`config.mk`:
```
export PLATFORM = sky130hd
export DESIGN_NAME = exotiny_mem_arb
export DESIGN_NICKNAME = d
export VERILOG_FILES = /design/src/rtl/exotiny_mem_arb.sv
export SDC_FILE = /design/constraint.sdc
export NUM_CORES = 1
export LEC_CHECK = 0
export CAP_MARGIN = 20
export CORE_AREA = 8 8 101 103
export CTS_BUF_LIST = sky130_fd_sc_hd__clkbuf_16
export DETAILED_ROUTE_END_ITERATION = 6
export DIE_AREA = 0 0 109 111
export PLACE_DENSITY = 0.73
export SYNTH_ARGS = -nofsm -noshare
export SYNTH_HDL_FRONTEND = slang
export SYNTH_SLANG_ARGS = --single-unit
```
`constraint.sdc`:
```
create_clock -name clk_i -period 1.7 [get_ports clk_i]
set_input_delay 0.17 -clock clk_i [delete_from_list [all_inputs] [get_ports clk_i]]
set_output_delay 0.17 -clock clk_i [all_outputs]
set_load 0.005 [all_outputs]
```
`src/rtl/exotiny_mem_arb.sv`:
```
// Sequential Wishbone arbiter: FazyRV imem/dmem onto one QSPI controller, grant held until ack or abort.
// Define EXOTINY_ARB_TIMEOUT_EN to build the no-ack watchdog (TIMEOUT cycles, sticky err_o).
module exotiny_mem_arb #(
  parameter int RR      = 1,
  parameter int TIMEOUT = 255
) (
  input  logic        clk_i,
  input  logic        rst_i,
  input  logic        imem_stb_i,
  input  logic [31:0] imem_adr_i,
  output logic        imem_ack_o,
  output logic [31:0] imem_dat_o,
  input  logic        dmem_stb_i,
  input  logic        dmem_we_i,
  input  logic [3:0]  dmem_be_i,
  input  logic [31:0] dmem_adr_i,
  input  logic [31:0] dmem_dat_i,
  output logic        dmem_ack_o,
  output logic [31:0] dmem_dat_o,
  output logic        mem_stb_o,
  output logic        mem_we_o,
  output logic [3:0]  mem_be_o,
  output logic [31:0] mem_adr_o,
  output logic [31:0] mem_dat_o,
  input  logic [31:0] mem_dat_i,
  input  logic        mem_ack_i,
  output logic [1:0]  gnt_o,
  output logic        err_o
);

  typedef enum logic [1:0] {IDLE = 2'd0, GNT_I = 2'd1, GNT_D = 2'd2} state_e;

  state_e      state_q, state_d;
  logic        last_q, last_d;  // 1: dmem held the most recent grant
  logic [1:0]  gnt_q, gnt_d;
  logic        gnt_stb;
  logic        to_hit;
  logic [31:0] rd_dat;

  if (TIMEOUT < 1 || TIMEOUT > 255) begin : g_bad_timeout
    $error("exotiny_mem_arb: TIMEOUT must be within 1..255");
  end

  assign gnt_stb = (gnt_q[0] & imem_stb_i) | (gnt_q[1] & dmem_stb_i);

`ifdef EXOTINY_ARB_TIMEOUT_EN
  localparam logic [7:0] TO_LAST = 8'(TIMEOUT - 1);

  logic [7:0] cnt_q, cnt_d;
  logic       err_q, err_d;

  // Fires in the TIMEOUT-th grant cycle that still has no downstream ack.
  assign to_hit = gnt_stb & ~mem_ack_i & (cnt_q == TO_LAST);

  always_comb begin
    cnt_d = cnt_q;
    err_d = err_q | to_hit;
    if (state_q == IDLE) begin
      cnt_d = 8'd0;
    end else if (!mem_ack_i) begin
      cnt_d = cnt_q + 8'd1;
    end
  end

  always_ff @(posedge clk_i or posedge rst_i) begin
    if (rst_i) begin
      cnt_q <= 8'd0;
      err_q <= 1'b0;
    end else begin
      cnt_q <= cnt_d;
      err_q <= err_d;
    end
  end

  assign err_o = err_q;
`else
  assign to_hit = 1'b0;
  assign err_o  = 1'b0;
`endif

  always_comb begin
    state_d = state_q;
    last_d  = last_q;
    case (state_q)
      IDLE: begin
        if (imem_stb_i && (!dmem_stb_i || RR == 0 || last_q)) begin
          state_d = GNT_I;
        end else if (dmem_stb_i) begin
          state_d = GNT_D;
        end
        if (state_d != IDLE) begin
          last_d = (state_d == GNT_D);
        end
      end
      // Abort, ack and timeout all release; the following IDLE cycle blocks a double issue.
      GNT_I: if (!imem_stb_i || mem_ack_i || to_hit) state_d = IDLE;
      GNT_D: if (!dmem_stb_i || mem_ack_i || to_hit) state_d = IDLE;
      default: state_d = IDLE;
    endcase
    gnt_d = {state_d == GNT_D, state_d == GNT_I};
  end

  always_ff @(posedge clk_i or posedge rst_i) begin
    if (rst_i) begin
      state_q <= IDLE;
      last_q  <= 1'b1;
      gnt_q   <= 2'b00;
    end else begin
      state_q <= state_d;
      last_q  <= last_d;
      gnt_q   <= gnt_d;
    end
  end

  assign gnt_o     = gnt_q;
  assign mem_stb_o = gnt_stb & ~to_hit;
  assign mem_we_o  = gnt_q[1] & dmem_we_i;
  assign mem_be_o  = gnt_q[0] ? 4'hF : (gnt_q[1] ? dmem_be_i : 4'h0);
  assign mem_adr_o = gnt_q[0] ? imem_adr_i : (gnt_q[1] ? dmem_adr_i : 32'h0);
  assign mem_dat_o = gnt_q[1] ? dmem_dat_i : 32'h0;

  assign rd_dat     = ((gnt_q != 2'b00) && !to_hit) ? mem_dat_i : 32'h0;
  assign imem_dat_o = rd_dat;
  assign dmem_dat_o = rd_dat;
  assign imem_ack_o = gnt_q[0] & imem_stb_i & (mem_ack_i | to_hit);
  assign dmem_ack_o = gnt_q[1] & dmem_stb_i & (mem_ack_i | to_hit);

endmodule

```
Yosys cells after proc, flatten, opt, wreduce, memory -nomap -nowiden. Index checks and enable logic that the tools add are counted.

Word-level logic and storage cells: 36. Input port bits: 138. Flip-flop bits (word level): 5. Output and inout bits: 139.

Mux-type cells: 12. Bitwise operators: 6. Equal/unequal tests: 5. Reductions and logical operators: 10.

Operators with widths (number): 32-bit two-way mux (4); 2-bit two-way mux (5); 4-bit two-way mux (2); 2-bit equality test (second input constant) (3); 2-bit one-hot mux with 3 select lines (1); 1-bit bitwise AND (5); 2-bit by 1-bit equality test with 1-bit output (second input constant) (2); 2-bit nonzero test (2); 1-bit logical OR (3); 1-bit zero test (2); 2-bit zero test (1); 2-bit AND reduction (1); 1-bit logical AND (1); 1-bit bitwise OR (1).

Logic depth before layout (Yosys ltp). Gate-level depths: netlist (run 1).

Depth in word-level cells: 7. Gate-level depth with buffers: 4. Gate-level depth less buffers: 2.

Worst setup path before layout (run 1). OpenSTA, ideal clock, no wires.

Path type: register to output. From: register gnt_q[0], in the netlist gnt_o[0]. To: output imem_dat_o[10]. Path buffers: 2. Required time: 1.530 ns. Setup slack: 0.495 ns. Arrival time: 1.035 ns. Stages on the path, launching flop included: 5. Cells stage by stage: dfrtp_1 -> nor2_1 -> buf_2 -> nor2b_1 -> buf_4.

Word-level cells in the longest chain between the ends: 2.

RTL lines: start, declared (line 35) `logic [1:0] gnt_q, gnt_d;`; start signal, assigned (line 111) `gnt_q <= gnt_d;`; 2-bit nonzero test (line 122) `assign rd_dat = ((gnt_q != 2'b00) && !to_hit) ? mem_dat_i : 32'h0;`; 32-bit two-way mux (line 122); end, declared (line 12) `output logic [31:0] imem_dat_o,`.

No other way between the ends.

Worst setup path in the final report (run 1).
From: register gnt_q[0], in the netlist gnt_o[0]. To: output imem_dat_o[17].

Same word-level chain as after synthesis.

==> summary.md, run 1 <==
| Metric | Value |
|---|---|
| Pin count of the biggest net entering global routing | `24` |
| F_max | `about 590 MHz` |
| Avg WL per Cell | `~20 µm` |
| GR peak layer | `met2` |
| Final total power | `between 3 and 4 mW` |
| ANT nets after route | `0` |
| P per Cell Area | `762.4 nW/µm²` |
| Outcome | `complete, but fails checks` |
| H-tree levels | `1` |
| Area Overhead vs Synth | `200.4%` |
| First drt pass iteration count | `4` |
| # diodes | `0` |
| Post-layout min period | `1.706 ns` |
| Min-Delay Path Class | `input pin to asynchronous set/reset pin` |
| Vias in the first global route | `2295` |
| Period utilization | `100.4%` |
| Met3 Track Usage GR | `3.256%` |
| Final hold viol count | `0` |
| Synth top area share | `22.04%` |
| Top post-synthesis cells by area | `a22o_1 (22%), buf_4 (19%), nor2b_1 (16%), and2_1 (16%), dfrtp_1 (7.6%)` |
| All-Layer GR Usage | `15.53%` |
| CTS tree | `built` |
| RSZ-0062 raised after global routing | `yes` |
| Crit path required time | `roughly 1.5 ns` |
| Clk_lat worst skew | `roughly 0.22 ns` |
| Iter 0 DRT Violations | `76` |
| Clock root cell | `clkbuf_16` |
| Initial Util | `15.34%` |
| Die width | `109 µm` |
| Die area | `12100 µm²` |
| Syn Inst Count | `171` |
| Max FO, Critical Path | `11` |
| Startpoint Class | `flip-flop` |
| Post-synth top cells | `buf_4 (34), nor2b_1 (34), a22o_1 (33), and2_1 (33), buf_2 (6)` |
| R2R Path End | `gnt_o[0]` |
| Flop2flop setup slack | `around 0.73 ns` |
| Nets | `559` |
| Top_reg_cell synth | `dfrtp_1` |
| FILL cells | `850` |
| Worst r2r src | `state_q[1]` |
| Pleak | `1.971 nW` |
| CP Capture Type | `output pin` |
| Sequential fraction of the synthesis area | `9.637%` |
| Final WL | `10.47 mm` |
| Total of max-cap violations | `0` |
| Mapped cell area | `1311 µm²` |
| Failing checks | `negative setup slack` |
| M2 GR Usage | `30.51%` |
| Worst ir drop on vdd | `0.0006611 V` |
| Area leader, netlist | `a22o_1` |
| Met1 usage | `around 16%` |
| Final Skew | `0.001588 ns` |
| Synth Warn # | `0` |
| DIE HEIGHT | `around 110 µm` |
| Max-slew violations | `0` |
| First-pass GRT wire length | `14.39 mm` |
| Syn_nets | `309` |
| Floorplan core area | `~8600 µm²` |
| Clock-pin slew on the worst setup and hold paths | `0.03 ns` |
| Synthesized area per cell | `7.668 µm²` |
| IO Port Bufs | `275` |
| Count of cell types in the netlist | `23` |
| Overflow after GRT | `0` |
| Layout cells sized above 1 | `23.33%` |
| Dpl hpwl | `8.668 mm` |
| Final Setup Violations | `2` |
| Flops & latches, synth | `5` |
| Num rows | `34` |
| Vias | `2159` |
| Routability cong. | `0.9058` |
| Clock buffer depth | `2` |
| Vias/cell | `roughly 4.1` |
| Hold slack final | `0.1449 ns` |
| Cts bufs inserted | `3` |
| EDFF count, synth | `0` |
| FFs w/ async S/R, synth | `100.0%` |
| Hold buffers post-CTS | `0` |
| Final Worst Setup Slack | `-0.006020 ns` |
| FF-to-FF path depth | `2` |
| I/O pins | `277` |
| CP Class | `flip-flop to output pin` |
| DRC | `0` |
| TritonCTS Sinks | `5` |
| Data arrival, critical path | `1.54 ns` |
| Initial antenna violation count | `0` |
-- repair_timing --
item / CTS / global route
gates resized for setup: 214 / 101
setup buffers: 7 / 1
gates cloned: 5 / 1
pin swaps: 1 / 1
endpoints found under the setup margin: 137 / 94
-- critical path, stage by stage, from the launching register on --
cell and delay, ns:
dfrtp_2 0.42, buf_4 0.15, nor2_4 0.13, buf_6 0.14
clkbuf_16 0.16, nor2b_1 0.05, dlygate4sd2_1 0.26
-- worst max-delay path by stage --
stage                  start              to  depth (start not counted)
floorplan           gnt_o[0]  imem_dat_o[10]                          4
global placement    gnt_o[0]   dmem_dat_o[0]                          3
detailed placement  gnt_o[1]   mem_adr_o[22]                          5
CTS                 gnt_o[1]  dmem_dat_o[21]                          6
global route        gnt_o[0]  imem_dat_o[17]                          6
finish              gnt_o[0]  imem_dat_o[17]                          6
-- metrics by stage --
step	util [%]	area, µm²	setup WS (ns)	setup TNS [ns]	instances
after floorplan	-	1311	0.4945	0	171
after global placement	45.45	3886	-0.5102	-38.35	509
after detailed placement	45.77	3914	-0.3051	-11.76	510
after CTS	46.84	4005	-0.1818	-1.665	526
after global routing	46.06	3939	-0.07289	-0.4488	528
final	46.06	3939	-0.006020	-0.008946	528
-- state kept, by name, summed over array words and instances, names as in the netlist --
register / count
last_q: 1
state_q: 2
gnt_o: 2
-- kinds of logic (layout without fill, tap and decap cells) --
group,count (synthesis),count (layout),synth area share (%)
DFF,5,5,9.638
AOI/OAI and AO/OA,42,42,27.86
other,1,1,0.2860
and+or+nand+nor,74,74,35.21
buffers and inverters,49,298,27.00
-- report_power, final --
group          switching [mW]  internal [mW]  total [mW]
combinational           0.946           1.47        2.42
clock                  0.0725          0.304       0.377
sequential             0.0407          0.165       0.206
total                    1.06           1.94        3.00
-- final cells by class --
| class | count | area [µm²] | share of cell area [%] |
|---|---|---|---|
| Clock buffer | 3 | 75.07 | 1.906 |
| Clock inverter | 1 | 3.754 | 0.09530 |
| Inverter | 1 | 3.754 | 0.09530 |
| Multi-Input combinational cell | 117 | 860.8 | 21.86 |
| Sequential cell | 5 | 128.9 | 3.272 |
| Tap cell | 108 | 135.1 | 3.431 |
| Timing Repair Buffer | 293 | 2731 | 69.35 |
-- placed cells by master (no fill, tap or decap), types with 3 or more instances in the layout --
| cell type | netlist | final |
|---|---|---|
| a21o_1 | 4 | 4 |
| a22o_1 | 33 | 33 |
| and2_1 | 33 | 33 |
| buf_12 | 0 | 3 |
| buf_2 | 6 | 26 |
| buf_4 | 34 | 4 |
| buf_6 | 4 | 5 |
| bufbuf_16 | 0 | 3 |
| clkbuf_16 | 0 | 4 |
| clkbuf_2 | 1 | 39 |
| clkdlybuf4s15_1 | 0 | 17 |
| clkdlybuf4s50_1 | 0 | 156 |
| dlygate4sd2_1 | 0 | 30 |
| dlymetal6s2s_1 | 0 | 7 |
| nor2b_1 | 34 | 27 |
| nor2b_2 | 1 | 7 |
-- routing by layer --
metal	wire length, µm	part of all wire [%]
met5	0	0
met3	681	6.5
met2	5784	55
met4	125	1.2
met1	3878	37
No activity file was read; power rests on OpenSTA's default activity.
==> run 2: changes to the inputs <==
- ABC_CLOCK_PERIOD_IN_PS: default -> 1700
==> results of run 2 <==
No change in the layout: final DEF, timing and power equal those of run 1.
